**src/rtl/order_link_tx_if.sv**
```systemverilog
// rtl/order_link_tx_if.sv - order word push handshake between order entry and the link transmitter
interface order_link_tx_if #(
  parameter int DATA_W = 32
);
  logic [DATA_W-1:0] order_in;
  logic              order_valid;
  logic              order_ready;

  modport master (output order_in, output order_valid, input order_ready);
  modport slave  (input order_in, input order_valid, output order_ready);
endinterface

```
**src/rtl/order_link_tx.sv**
```systemverilog
// rtl/order_link_tx.sv - buffered MSB-first serial transmitter for the order link
// Words queue in a FIFO; each is framed by com_en_out with optional even parity.
module order_link_tx #(
  parameter int DATA_W    = 32,
  parameter int DEPTH     = 8,
  parameter int BIT_DIV   = 3,
  parameter int PARITY_EN = 1,
  parameter int GAP_CYC   = 6
) (
  input  logic                     clock,
  input  logic                     reset,
  order_link_tx_if.slave           ord,
  output logic                     data_out,
  output logic                     com_en_out,
  output logic                     busy,
  output logic [$clog2(DEPTH):0]   fifo_count,
  output logic                     overflow
);
  localparam int PTR_W = $clog2(DEPTH);
  localparam int CNT_W = PTR_W + 1;
  localparam int IDX_W = $clog2(DATA_W);
  localparam int TMAX  = (BIT_DIV > GAP_CYC) ? BIT_DIV : GAP_CYC;
  localparam int TIM_W = $clog2(TMAX + 1);

  typedef enum logic [2:0] {S_IDLE, S_LOAD, S_SHIFT, S_PARITY, S_GAP} state_t;

  state_t              state_q, state_d;
  logic [DATA_W-1:0]   mem_q [DEPTH];
  logic [PTR_W-1:0]    wr_ptr_q, wr_ptr_d, rd_ptr_q, rd_ptr_d;
  logic [CNT_W-1:0]    count_q, count_d;
  logic                ready_q, ready_d;
  logic                overflow_q, overflow_d;
  logic [DATA_W-1:0]   shift_q, shift_d;
  logic                par_q, par_d;
  logic [IDX_W-1:0]    idx_q, idx_d;
  logic [TIM_W-1:0]    tim_q, tim_d;
  logic                push_ok, pop;

  // Push acceptance looks only at the pre-edge count, so a simultaneous pop never frees a slot early.
  always_comb begin
    push_ok    = ord.order_valid && (count_q < CNT_W'(DEPTH));
    pop        = (state_q == S_LOAD);
    wr_ptr_d   = push_ok ? wr_ptr_q + PTR_W'(1) : wr_ptr_q;
    rd_ptr_d   = pop ? rd_ptr_q + PTR_W'(1) : rd_ptr_q;
    overflow_d = overflow_q | (ord.order_valid & ~push_ok);
    case ({push_ok, pop})
      2'b10:   count_d = count_q + CNT_W'(1);
      2'b01:   count_d = count_q - CNT_W'(1);
      default: count_d = count_q;
    endcase
    ready_d = (count_d < CNT_W'(DEPTH));
  end

  always_comb begin
    state_d = state_q;
    shift_d = shift_q;
    par_d   = par_q;
    idx_d   = idx_q;
    tim_d   = tim_q;
    case (state_q)
      S_IDLE: if (count_q != '0) state_d = S_LOAD;
      S_LOAD: begin
        shift_d = mem_q[rd_ptr_q];
        par_d   = ^mem_q[rd_ptr_q];
        idx_d   = IDX_W'(DATA_W - 1);
        tim_d   = '0;
        state_d = S_SHIFT;
      end
      S_SHIFT: begin
        if (tim_q == TIM_W'(BIT_DIV - 1)) begin
          tim_d = '0;
          if (idx_q == '0) state_d = (PARITY_EN != 0) ? S_PARITY : S_GAP;
          else             idx_d   = idx_q - IDX_W'(1);
        end else begin
          tim_d = tim_q + TIM_W'(1);
        end
      end
      S_PARITY: begin
        if (tim_q == TIM_W'(BIT_DIV - 1)) begin
          tim_d   = '0;
          state_d = S_GAP;
        end else begin
          tim_d = tim_q + TIM_W'(1);
        end
      end
      S_GAP: begin
        if (tim_q == TIM_W'(GAP_CYC - 1)) begin
          tim_d   = '0;
          state_d = S_IDLE;
        end else begin
          tim_d = tim_q + TIM_W'(1);
        end
      end
      default: state_d = S_IDLE;
    endcase
  end

  always_ff @(posedge clock) begin
    if (reset) begin
      state_q    <= S_IDLE;
      wr_ptr_q   <= '0;
      rd_ptr_q   <= '0;
      count_q    <= '0;
      ready_q    <= 1'b1;
      overflow_q <= 1'b0;
      shift_q    <= '0;
      par_q      <= 1'b0;
      idx_q      <= '0;
      tim_q      <= '0;
    end else begin
      state_q    <= state_d;
      wr_ptr_q   <= wr_ptr_d;
      rd_ptr_q   <= rd_ptr_d;
      count_q    <= count_d;
      ready_q    <= ready_d;
      overflow_q <= overflow_d;
      shift_q    <= shift_d;
      par_q      <= par_d;
      idx_q      <= idx_d;
      tim_q      <= tim_d;
    end
  end

  // Storage needs no reset: an empty count makes stale entries unreachable.
  always_ff @(posedge clock) begin
    if (push_ok && !reset) mem_q[wr_ptr_q] <= ord.order_in;
  end

  always_comb begin
    com_en_out = (state_q == S_SHIFT) || (state_q == S_PARITY);
    data_out   = 1'b0;
    if (state_q == S_SHIFT)  data_out = shift_q[idx_q];
    if (state_q == S_PARITY) data_out = par_q;
  end

  assign ord.order_ready = ready_q;
  assign busy            = (state_q != S_IDLE);
  assign fifo_count      = count_q;
  assign overflow        = overflow_q;
endmodule
```
**src/flat_wrapper.sv**
```systemverilog
// flat-port wrapper written by rule: the top's interface ports become plain ports
module order_link_tx_flat 
#(
  parameter int DATA_W    = 32,
  parameter int DEPTH     = 8,
  parameter int BIT_DIV   = 3,
  parameter int PARITY_EN = 1,
  parameter int GAP_CYC   = 6
)
  (clock, reset, data_out, com_en_out, busy, fifo_count, overflow, ord_order_in, ord_order_valid, ord_order_ready);
  order_link_tx_if #(.DATA_W(DATA_W)) ord_i ();
  input  logic clock;
  input  logic reset;
  output logic data_out;
  output logic com_en_out;
  output logic busy;
  output logic [$clog2(DEPTH):0] fifo_count;
  output logic overflow;
  input wire logic [$bits(ord_i.order_in)-1:0] ord_order_in;
  input wire logic [$bits(ord_i.order_valid)-1:0] ord_order_valid;
  output wire logic [$bits(ord_i.order_ready)-1:0] ord_order_ready;
  assign ord_i.order_in = ord_order_in;
  assign ord_i.order_valid = ord_order_valid;
  assign ord_order_ready = ord_i.order_ready;
  order_link_tx #(.DATA_W(DATA_W), .DEPTH(DEPTH), .BIT_DIV(BIT_DIV), .PARITY_EN(PARITY_EN), .GAP_CYC(GAP_CYC)) u_core (.clock(clock), .reset(reset), .ord(ord_i), .data_out(data_out), .com_en_out(com_en_out), .busy(busy), .fifo_count(fifo_count), .overflow(overflow));
endmodule
```
**config.mk**
```make
export PLATFORM = sky130hd
export DESIGN_NAME = order_link_tx_flat
export DESIGN_NICKNAME = d
export VERILOG_FILES = /design/src/rtl/order_link_tx_if.sv /design/src/rtl/order_link_tx.sv /design/src/flat_wrapper.sv
export SDC_FILE = /design/constraint.sdc
export NUM_CORES = 1
export LEC_CHECK = 0
export ABC_AREA = 1
export BUFFER_PORTS_ARGS = -buffer_cell sky130_fd_sc_hd__buf_2
export CAP_MARGIN = 20
export CORE_AREA = 2 2 128 192
export CTS_CLUSTER_SIZE = 25
export DETAILED_ROUTE_END_ITERATION = 8
export DIE_AREA = 0 0 130 194
export GPL_TIMING_DRIVEN = 0
export MAX_ROUTING_LAYER = met4
export PLACE_DENSITY = 0.79
export SYNTH_ARGS = -nofsm -noshare
export SYNTH_HDL_FRONTEND = slang
export SYNTH_SLANG_ARGS = --single-unit
```
**constraint.sdc**
```tcl
create_clock -name clock -period 8.8 [get_ports clock]
set_clock_uncertainty 0.05 [all_clocks]
set_input_delay 0.88 -clock clock [delete_from_list [all_inputs] [get_ports clock]]
set_output_delay 0.88 -clock clock [all_outputs]
set_load 0.05 [all_outputs]
```
; ---- Yosys cells after proc, flatten, opt, wreduce, memory -nomap -nowiden
; Memories as Yosys holds them, arrays and structs flattened. A register that Yosys moved wholly into a read port is not among the register bits.
; Cells that the tools add are included.
[totals]
register_bits = 56
ram_bits = 256
input_bits = 35
memories = 1
[mem_list]
columns = memory, depth, width, rd, rd_clocked_by_memory_dff, wr, line_no
row1 = u_core.mem_q, 8, 32, 1, 1, 1, order_link_tx.sv:28  ; logic [DATA_W-1:0] mem_q [DEPTH];
[classes]
eq_ne = 14
magnitude_cmp = 3
bitwise_logic = 3
n_addsub = 6
muxes = 21
reduce_logical = 14
[ops]
columns = op, count
row1 = 32-bit parity, 1
row2 = 3-bit 2-to-1 mux, 9
row3 = 3-bit case mux with 5 select lines, 1
row4 = 5-bit 2-to-1 mux, 2
row5 = 2-bit by 1-bit != test with 1-bit output (second input constant), 5
row6 = 5-bit case mux with 2 select lines, 1
row7 = 3-bit by 1-bit adder with 3-bit output (second input constant), 3
row8 = 3-bit by 2-bit equality test with 1-bit output (second input constant), 3
row9 = 3-bit case mux with 3 select lines, 1
row10 = 4-bit < comparator (second input constant), 2
row11 = 4-bit case mux with 2 select lines, 1
row12 = 3-bit equality test (second input constant), 2
row13 = 5-bit by 6-bit < comparator with 1-bit output (second input constant), 1
row14 = 3-bit nonzero test, 2
row15 = 1-bit binary-select mux with 5-bit select, 1
row16 = 5-bit zero test, 1
row17 = 1-bit 2-to-1 mux, 5
row18 = 5-bit AND reduction, 1
row19 = 5-bit by 1-bit subtractor with 5-bit output (second input constant), 1
row20 = 4-bit by 1-bit adder with 4-bit output (second input constant), 1
row21 = 4-bit nonzero test, 1
row22 = 4-bit by 1-bit subtractor with 4-bit output (second input constant), 1
row23 = 3-bit by 1-bit equality test with 1-bit output (second input constant), 1
row24 = 3-bit zero test, 1
row25 = other kinds (12), 13

; ---- Longest topological paths before layout
; Gate-level depths: netlist of run 1.
[depth]
ltp_word = 5
ltp_mapped = 22
ltp_nobuf = 21

; ---- Least setup slack after synthesis of run 1
; Ideal clock, no wire load.
[synth_timing]
kind = in2reg
start = input port ord_order_valid
end = memory u_core.mem_q[0][0], enable pin
path_slack_ns = 4.785
arrival_time_ns = 3.504
path_buffers = 0
cell_stages = 6
path_cell_list = inv_1 nor2_1 inv_1 nor2_1 inv_1 nor3_1
[synth_between]
elab_chain_len = 4
[synth_rtl]
columns = item, line_no
row1 = start: declaration, flat_wrapper.sv:20  ; input wire logic [$bits(ord_i.order_valid)-1:0] ord_order_valid;
row2 = 1-bit logical AND, order_link_tx.sv:41  ; push_ok = ord.order_valid && (count_q < CNT_W'(DEPTH));
row3 = 1-bit logical AND, order_link_tx.sv:126  ; if (push_ok && !reset) mem_q[wr_ptr_q] <= ord.order_in;
row4 = 1-bit 2-to-1 mux, order_link_tx.sv:126
row5 = 1-bit 2-to-1 mux (not written as such), order_link_tx.sv:126
row6 = end: declaration, order_link_tx.sv:28
; Every way passes these cells.

; ---- Final worst setup path of run 1
[layout_timing]
start = register u_core.idx_q[1]
end = output port data_out
[layout_between]
elab_chain_len = 4
[layout_rtl]
columns = item, line_no
row1 = start: declaration, order_link_tx.sv:35  ; logic [IDX_W-1:0] idx_q, idx_d;
row2 = start signal: assignment, order_link_tx.sv:119  ; idx_q <= idx_d;
row3 = 1-bit binary-select mux with 5-bit select, order_link_tx.sv:132  ; if (state_q == S_SHIFT) data_out = shift_q[idx_q];
row4 = 1-bit 2-to-1 mux (not written as such), order_link_tx.sv:132
row5 = 1-bit 2-to-1 mux, order_link_tx.sv:132
row6 = 1-bit 2-to-1 mux, order_link_tx.sv:133  ; if (state_q == S_PARITY) data_out = par_q;
row7 = end: declaration, flat_wrapper.sv:14  ; output logic data_out;
; Every way passes these cells. The select of a mux whose other input is x is not followed.

==> flow_summary_export.csv, run 1 <==
group,metric,value,unit
status,status,"complete, no violations",
flow_run,maxCapViolCount,0,
sta,setup_viol,0,
global_route,grt_pass1_vias,11200,
yosys,synth_seq_area_share,60.9,%
global_route,antenna_found_initial,1,
clock_tree,post_cts_buffers,0,
floorplan,core,23600,µm²
global_route,grt_overflow,0,
clock_tree,clkTransAtPathRegs,60,ps
finish,syn_to_final_growth,13.3,%
worst_setup_path,worstSetupEndpointType,"output pin",
yosys,yosysWarningCount,0,
placed_design,postPlaceCellArea,15400,µm²
sta,tightest_slew,1020,ps
finish,regArea,8870,µm²
yosys,synth_top_cells_by_count,"nand2_1, edfxtp_1, inv_1, nand3_1, nor2_1",
yosys,avgSynthCellArea,8.84,µm²
detailed_routing,wirelength,40700,µm
floorplan,die_area,25200,µm²
placed_design,gp_congestion,0.948,
yosys,synth_edf_count,256,
yosys,syn-num-nets,1688,
detailed_routing,viasPerCell,5.67,
clock_tree,cts_root_buf,"clkbuf_16",
yosys,synth_top_cell_by_area,"edfxtp_1",
finish,drive_above_1_share,9.15,%
detailed_routing,via_count,11800,
yosys,synth_seq_cells,315,
global_route,grt_pass1_wl,61200,µm
clock_tree,cts_buffers,30,
clock_tree,h-tree-depth,1,
floorplan,pin_count,44,
finish,design_area,16500,µm²
sta,timing.final.crit_share,39.0,%
clock_tree,postCtsResizedCells,0,
power_and_ir_drop,power_density,319,nW/µm²
detailed_routing,avgRoutedWirePerCell,19.6,µm
yosys,async_reset_ff_share,0,%
floorplan,std_cell_rows,69,
yosys,netlist_instances,1646,
clock_tree,clkLatencyLatePin,560,ps
detailed_routing,dr.first_iter.drc_count,1365,
clock_tree,cts_tree,"done",
finish,final_cells,2079,
detailed_routing,antenna_left,0,
sta,final_max_slew_viol_count,0,
finish,multi_input_area,4440,µm²
yosys,synth.most_common_cell,"nand2_1",
detailed_routing,firstDrtPassIters,6,
sta,fin_tns_setup,0,ps
clock_tree,max-clock-path-buffers,3,
clock_tree,clock-sinks,315,
sta,fmax,291,MHz
global_route,globalRouteTotalUtil,33.3,%
yosys,synth_top_area_share,52.8,%
clock_tree,ctsHoldBuffers,0,
worst_setup_path,cp_max_fo,10,
worst_setup_path,crit_path_start_kind,"flip-flop",
finish,n_fill_cell,1801,
floorplan,fp.dieW,130,µm
power_and_ir_drop,p_leak,0.00747,µW
worst_setup_path,crit_type,"reg2out",
yosys,synth.distinct_cells,35,
detailed_routing,remaining_drc_errors,0,
placed_design,port_buffers,43,
worst_setup_path,cp.required,7870,ps
yosys,synthesis.area,14600,µm²
worst_setup_path,cp.arrival,2510,ps
sta,relSlewSlack,32.2,%
floorplan,start_util,61.8,%
sta,fin_crit,3440,ps
placed_design,placed_cells,2022,
placed_design,hpwl,27400,µm
min_path,hp-class,"reg2reg",
finish,nets,1777,
power_and_ir_drop,vdd_ir_drop_max,206,µV
sta,rsz0062_at_grt,"no",
sta,hold_viol,0,
floorplan,die_y,194,µm
global_route,grt_max_degree,25,
yosys,synth_flop_cell,"edfxtp_1",
yosys,synthTopCellsByArea,"edfxtp_1, nand2_1, dfxtp_1",
-- sequential cells by signal (all words and copies together), names as in the netlist, named ones only --
name,flops
u_core.mem_q,256
u_core.overflow,1
u_core.rd_ptr_q,3
u_core.ord.order_ready,1
u_core.par_q,1
u_core.state_q,3
u_core.fifo_count,3
u_core.idx_q,5
u_core.tim_q,3
u_core.wr_ptr_q,3
u_core.shift_q,32
-- placed cells by master (no fill, tap or decap), drive strengths merged, types with 47 or more instances in the layout --
master,synthesis,final
a21oi,47,47
buf,52,109
clkbuf,20,62
dfxtp,59,59
edfxtp,256,256
inv,238,238
nand2,608,608
nand3,165,165
nor2,75,75
o21ai,80,80
-- cells by family after synthesis --
kind of cell	after synthesis	share of synthesized area, %
AND/OR/NAND/NOR	862	23.9
flip-flops	315	60.9
buffers and inverters	311	8.98
AO/OA/AOI/OAI	145	5.29
adder cells (fa/ha/maj)	7	0.602
XOR/XNOR	6	0.361
-- area by class of cell --
type,count,area share (%)
flip-flops and latches,315,53.8
multi-input cells,1020,26.9
inverters,239,5.44
clock buffers,42,5.16
repair buffers,57,2.58
plain buffers,72,2.49
well taps,319,2.42
clock inverters,14,1.22
diodes,1,0.0152
-- metrics by stage --
step	worst slack [ps]	power [µW]	hold WS [ps]	util (%)
after floorplan	4790	3220	414	-
after global placement	1930	3790	393	64.4
after detailed placement	5610	3840	417	65.5
after CTS	5390	5210	433	70.0
after global routing	5220	5530	452	70.0
final	5360	5260	431	70.0
-- worst max-delay path, stage by stage (launching register included) --
cell      delay (ps)
dfxtp_1          310
clkbuf_1         320
clkinv_1         380
o21ai_0          170
o22ai_1           90
o211ai_1         160
nand4_1          100
nand3_1           90
o21ai_0           90
buf_2            220
-- final timing paths --
check	start	endpoint	slack, ps	depth (start not counted)
setup / recovery	u_core.idx_q[1]	data_out	5360	9
hold / removal	u_core.overflow	u_core.overflow	430	2
hold reg to reg	u_core.overflow	u_core.overflow	430	2
setup reg to reg	u_core.state_q[0]	u_core.ord.order_ready	5570	13
-- power breakdown --
part / internal [µW] / total (µW) / switching [µW] / leakage, µW
Sequential: 1750 / 1830 / 80.0 / 0.00280
Clock: 820 / 1370 / 554 / 0.000516
Combinational: 596 / 2060 / 1460 / 0.00415
Total: 3160 / 5260 / 2100 / 0.00747
-- metal layers --
metal,vias up,track usage [%],part of all wire (%)
met5,-,-,0
met4,0,17.8,6.2
met3,184,4.17,9.9
met2,754,53.5,48
met1,5381,40.9,36
li1,5466,-,-
Note: power is estimated with default switching activity, not from simulation.
==> run 2, diff against run 1 <==
CORE_AREA = 2 2 129 193   (was 2 2 128 192)
DIE_AREA = 0 0 131 195   (was 0 0 130 194)
PLACE_DENSITY = 0.78   (was 0.79)
clock period = 3.43 ns   (was 8.8 ns; I/O delays follow)
==> flow_summary_export.csv, run 2 (synthesis results as in run 1) <==
group,metric,value,unit
clock_tree,max-clock-path-buffers,3,
global_route,grt_pass1_wl,60900,µm
finish,layout_common_cells,"nand2_1, edfxtp_1, inv_1",
worst_setup_path,worstSetupEndpointType,"flip-flop",
worst_setup_path,r2r_end,"u_core.ord.order_ready",
flow_run,maxCapViolCount,0,
floorplan,die_area,25500,µm²
floorplan,pin_count,44,
power_and_ir_drop,pwr-share-comb,40.0,%
worst_setup_path,r2r-start,"u_core.state_q[0]",
power_and_ir_drop,p_sw,5320,µW
finish,syn_to_final_growth,12.8,%
detailed_routing,avgRoutedWirePerCell,19.3,µm
power_and_ir_drop,vdd_ir_drop_max,486,µV
min_path,hp-start,"ord_order_valid",
sta,setup_ws,396,ps
worst_setup_path,cp.required,3820,ps
detailed_routing,antenna_left,0,
status,status,"complete, no violations",
power_and_ir_drop,p_leak,0.00743,µW
placed_design,port_buffers,43,
detailed_routing,wirelength,40100,µm
placed_design,hpwl,27100,µm
finish,final_common_cell,"nand2_1",
global_route,antenna_found_initial,0,
worst_setup_path,crit_slowest_cell,"buf_1",
global_route,globalRouteTotalUtil,32.8,%
worst_setup_path,crit_type,"reg2reg",
power_and_ir_drop,total_power,13200,µW
worst_setup_path,cp.arrival,3420,ps
power_and_ir_drop,power_density,802,nW/µm²
clock_tree,clkLatencyLatePin,560,ps
power_and_ir_drop,p_int,7840,µW
finish,largest_reg_flops,256,
finish,top_register,"u_core.mem_q",
sta,setup_viol,0,
placed_design,gp_congestion,0.981,
worst_setup_path,crit_path_start_kind,"flip-flop",
floorplan,die_y,195,µm
detailed_routing,viasPerCell,5.70,
clock_tree,h-tree-depth,1,
sta,fmax,330,MHz
min_path,min_to,"u_core.overflow",
worst_setup_path,crit_chain,"inv_1 -> nor3_1 -> clkbuf_2 -> buf_1 -> ha_1 -> ha_1 -> nand3_1 -> nand3b_1 -> xor2_1 -> nand2_1 -> o21ai_0 -> nor2_1 -> inv_1",
sta,timing.final.crit_share,88.5,%
min_path,holdPathStages,3,
sta,fin_crit,3030,ps
clock_tree,cts_tree,"done",
worst_setup_path,rrSetupSlack,400,ps
power_and_ir_drop,switching_share,40.4,%
sta,final_max_slew_viol_count,0,
worst_setup_path,cp_slowest_stage_delay,440,ps
finish,diodes,0,
power_and_ir_drop,clockPowerShare,24.4,%
worst_setup_path,r2r_cells,13,
detailed_routing,remaining_drc_errors,0,
finish,nets,1776,
floorplan,core,23700,µm²
global_route,grt_overflow,0,
finish,reg_top3,"u_core.mem_q (256), u_core.shift_q (32), u_core.idx_q (5)",
sta,relSlewSlack,26.6,%
detailed_routing,via_count,11800,
floorplan,fp.dieW,131,µm
clock_tree,cts_root_buf,"clkbuf_16",
finish,n_fill_cell,1781,
finish,drive_above_1_share,9.00,%
placed_design,dp_slack,256,ps
sta,rsz0062_at_grt,"no",
detailed_routing,dr.first_iter.drc_count,1576,
clock_tree,ctsHoldBuffers,0,
sta,tightest_slew,1100,ps
floorplan,start_util,61.3,%
power_and_ir_drop,p_seq_share,35.6,%
clock_tree,clock-sinks,315,
min_path,hp-class,"in2reg",
finish,final_util,69.1,%
sta,hold_viol,0,
floorplan,std_cell_rows,69,
global_route,grt_max_degree,21,
clock_tree,clkTransAtPathRegs,60,ps
detailed_routing,firstDrtPassIters,6,
worst_setup_path,cp_max_fo,11,
clock_tree,cts_buffers,29,
global_route,grt_pass1_vias,11000,
==> run 2: final cells by class <==
| cell class | count | area (µm²) | share of cell area, % |
|---|---|---|---|
| buffer | 72 | 412 | 2.51 |
| clock buffer | 43 | 870 | 5.30 |
| clock inverter | 10 | 85.1 | 0.518 |
| inverter | 239 | 897 | 5.46 |
| multi-input combinational | 1020 | 4440 | 27.0 |
| sequential | 315 | 8870 | 54.0 |
| tap | 319 | 399 | 2.43 |
| timing repair buffer | 57 | 448 | 2.73 |
==> run 2: worst max path at each step <==
stage / from / endpoint / slack, ps
3_5_place_dp: u_core.state_q[0] / u_core.ord.order_ready / 260
2_1_floorplan: flip-flop / u_core.mem_q[0][0] / -280
4_1_cts: u_core.state_q[0] / u_core.ord.order_ready / 260
3_3_place_gp: ord_order_valid / u_core.mem_q[2][19] / -3050
6_report: u_core.state_q[0] / u_core.ord.order_ready / 400
5_1_grt: u_core.state_q[0] / u_core.ord.order_ready / 140
==> run 2: metal layers <==
metal  GRT usage (%)  part of all wire, %  vias to the layer above
met3            4.77                   10                      188
met1            40.6                   36                     5454
met4            16.0                  6.0                        0
met5               -                    0                        -
li1                -                    -                     5466
met2            52.8                   48                      720
==> run 2: what timing repair did <==
action	4_1_cts	5_1_grt
gates resized for setup	0	2
buffers inserted	0	0
setup endpoints to repair	0	2
==> run 2: power by group through the flow <==
stage          logic (µW)  registers (µW)  clock network [µW]
4_1_cts              5130            4680                3210
2_1_floorplan        3460            4810                   0
3_3_place_gp         4910            4760                   0
5_1_grt              5780            4710                3360
3_5_place_dp         5090            4750                   0
6_report             5270            4690                3210
==> run 2: stage by stage <==
step	hold slack (ps)	instance area, µm²	instances	setup TNS [ps]
2_1_floorplan	392	14600	1646	-17650
3_3_place_gp	392	15200	2008	-395170
3_5_place_dp	404	15500	2022	0
4_1_cts	2.01	16400	2075	0
5_1_grt	17.1	16400	2075	0
6_report	1.85	16400	2075	0
==> run 2: critical path, delay by kind of cell (launching register included) <==
kind / cells / cell delay (ps)
buffers and inverters: 4 / 920
and+or+nand+nor: 5 / 770
adders and majority gates: 2 / 580
DFF: 1 / 370
xor gates and xnor gates: 1 / 150
AOI/OAI and AO/OA: 1 / 70
==> run 3, diff against run 2 <==
REMOVE_ABC_BUFFERS = 1   (was unset)
==> flow_summary_export.csv, run 3 (synthesis results as in run 1) <==
group,metric,value,unit
global_route,grt_max_degree,79,
finish,top_register,"u_core.mem_q",
clock_tree,clkTransAtPathRegs,70,ps
placed_design,hpwl,19300,µm
power_and_ir_drop,vdd_ir_drop_max,466,µV
detailed_routing,remaining_drc_errors,0,
finish,drive_above_1_share,8.15,%
flow_run,maxCapViolCount,0,
floorplan,fp.dieW,131,µm
worst_setup_path,worstSetupEndpointType,"flip-flop",
finish,largest_reg_flops,256,
detailed_routing,avgRoutedWirePerCell,16.2,µm
worst_setup_path,cp.required,3810,ps
finish,final_util,68.9,%
power_and_ir_drop,p_leak,0.00734,µW
clock_tree,max-clock-path-buffers,3,
clock_tree,h-tree-depth,1,
sta,rsz0062_at_grt,"no",
floorplan,std_cell_rows,69,
power_and_ir_drop,total_power,12700,µW
sta,holdWs,15.3,ps
sta,timing.final.crit_share,90.8,%
placed_design,port_buffers,43,
global_route,antenna_found_initial,1,
detailed_routing,wirelength,32800,µm
finish,syn_to_final_growth,12.3,%
worst_setup_path,cp_max_fo,55,
finish,final_common_cell,"nand2_1",
sta,setup_viol,0,
finish,final_cells,2025,
sta,final_max_slew_viol_count,0,
floorplan,die_y,195,µm
sta,setup_ws,316,ps
placed_design,placed_cells,1957,
worst_setup_path,crit_type,"reg2reg",
floorplan,core,23700,µm²
clock_tree,cts_root_buf,"clkbuf_16",
power_and_ir_drop,power_density,776,nW/µm²
floorplan,start_util,61.3,%
finish,n_fill_cell,1725,
global_route,globalRouteTotalUtil,25.7,%
detailed_routing,viasPerCell,5.43,
global_route,grt_overflow,0,
floorplan,die_area,25500,µm²
min_path,hp-class,"in2reg",
sta,fmax,321,MHz
sta,relSlewSlack,24.6,%
detailed_routing,antenna_left,0,
detailed_routing,dr.first_iter.drc_count,999,
clock_tree,clock-sinks,315,
worst_setup_path,crit_path_start_kind,"flip-flop",
global_route,grt_pass1_wl,49900,µm
clock_tree,clkLatencyLatePin,550,ps
finish,reg_top3,"u_core.mem_q (256), u_core.shift_q (32), u_core.idx_q (5)",
clock_tree,cts_tree,"done",
finish,layout_common_cells,"nand2_1, edfxtp_1, inv_1",
sta,fin_crit,3110,ps
status,status,"complete, no violations",
global_route,grt_pass1_vias,10300,
clock_tree,cts_buffers,29,
finish,nets,1725,
detailed_routing,firstDrtPassIters,5,
sta,tightest_slew,1130,ps
worst_setup_path,cp.arrival,3500,ps
floorplan,pin_count,44,
sta,hold_viol,0,
placed_design,gp_congestion,0.835,
placed_design,dp_slack,-89.5,ps
detailed_routing,via_count,11000,
[run 3: cell count changes in the layout (fill, tap and decap cells not counted), moves of 4 or more]
cell           delta
buf_16            +4
dfxtp_1           -4
buf_1            -12
clkbuf_1         -24
clkbuf_8          -7
dlygate4sd3_1     +9
clkinvlp_4        +4
clkinv_2          +5
buf_2            -22
buf_6             -7
buf_4             -7
[run 3: worst paths after layout]
check / startpoint / endpoint / slack (ps) / depth (start not counted)
setup reg to reg: flip-flop / u_core.par_q / 320 / 15
setup / recovery: flip-flop / u_core.par_q / 320 / 15
hold reg to reg: u_core.overflow / u_core.overflow / 420 / 2
hold / removal: ord_order_in[7] / u_core.mem_q[2][7] / 20 / 1
[run 3: stage by stage]
stage | cell area (µm²) | setup TNS [ps]
3_3_place_gp | 14800 | -595400
4_1_cts | 16200 | 0
5_1_grt | 16300 | 0
6_report | 16300 | 0
2_1_floorplan | 14100 | -92120
3_5_place_dp | 15200 | -89.5
[run 3: routing by layer]
| metal | global-route usage [%] | share of wire (%) | up-vias |
|---|---|---|---|
| met2 | 43.9 | 51 | 425 |
| met4 | 8.39 | 3.0 | 0 |
| met5 | - | 0 | - |
| met1 | 32.1 | 40 | 5116 |
| met3 | 2.55 | 6.7 | 83 |
| li1 | - | - | 5368 |
[run 3: power by group]
group          total, µW  internal (µW)  leakage (µW)  switching [µW]
Combinational       4650           1470       0.00408            3180
Sequential          4830           4490       0.00280             343
Clock               3210           1790      0.000464            1420
Total              12700           7750       0.00734            4940
[run 3: final cells by class]
type | count | area (µm²) | area share, %
Antenna cell | 1 | 2.50 | 0.0153
Clock inverter | 23 | 220 | 1.35
Timing Repair inverter | 1 | 7.51 | 0.0459
Clock buffer | 30 | 729 | 4.46
Sequential cell | 315 | 8880 | 54.3
Timing Repair Buffer | 77 | 757 | 4.63
Multi-Input combinational cell | 1020 | 4440 | 27.2
Tap cell | 319 | 399 | 2.44
Inverter | 239 | 913 | 5.59
[run 3: worst max-delay path, cell delays in order (launching register included)]
cell and delay (ps):
dfxtp_2 510, buf_12 280, inv_2 830, nand3_1 190, nand2_1 190, nand2_1 80, nand2_1 150, nor2_1 90
nor2_1 140, nand2_1 70, nand2_1 90, nand2_1 60, nand2_1 70, nor2_1 40, nor2_1 100, nor2_1 40
[run 3: timing repair]
action                                  CTS  global route
setup buffers                             0             3
resized for setup                         1             7
endpoints found under the setup margin    1             2
gates cloned                              0             1
hold buffers                              9             0
hold endpoints to repair                 62             0
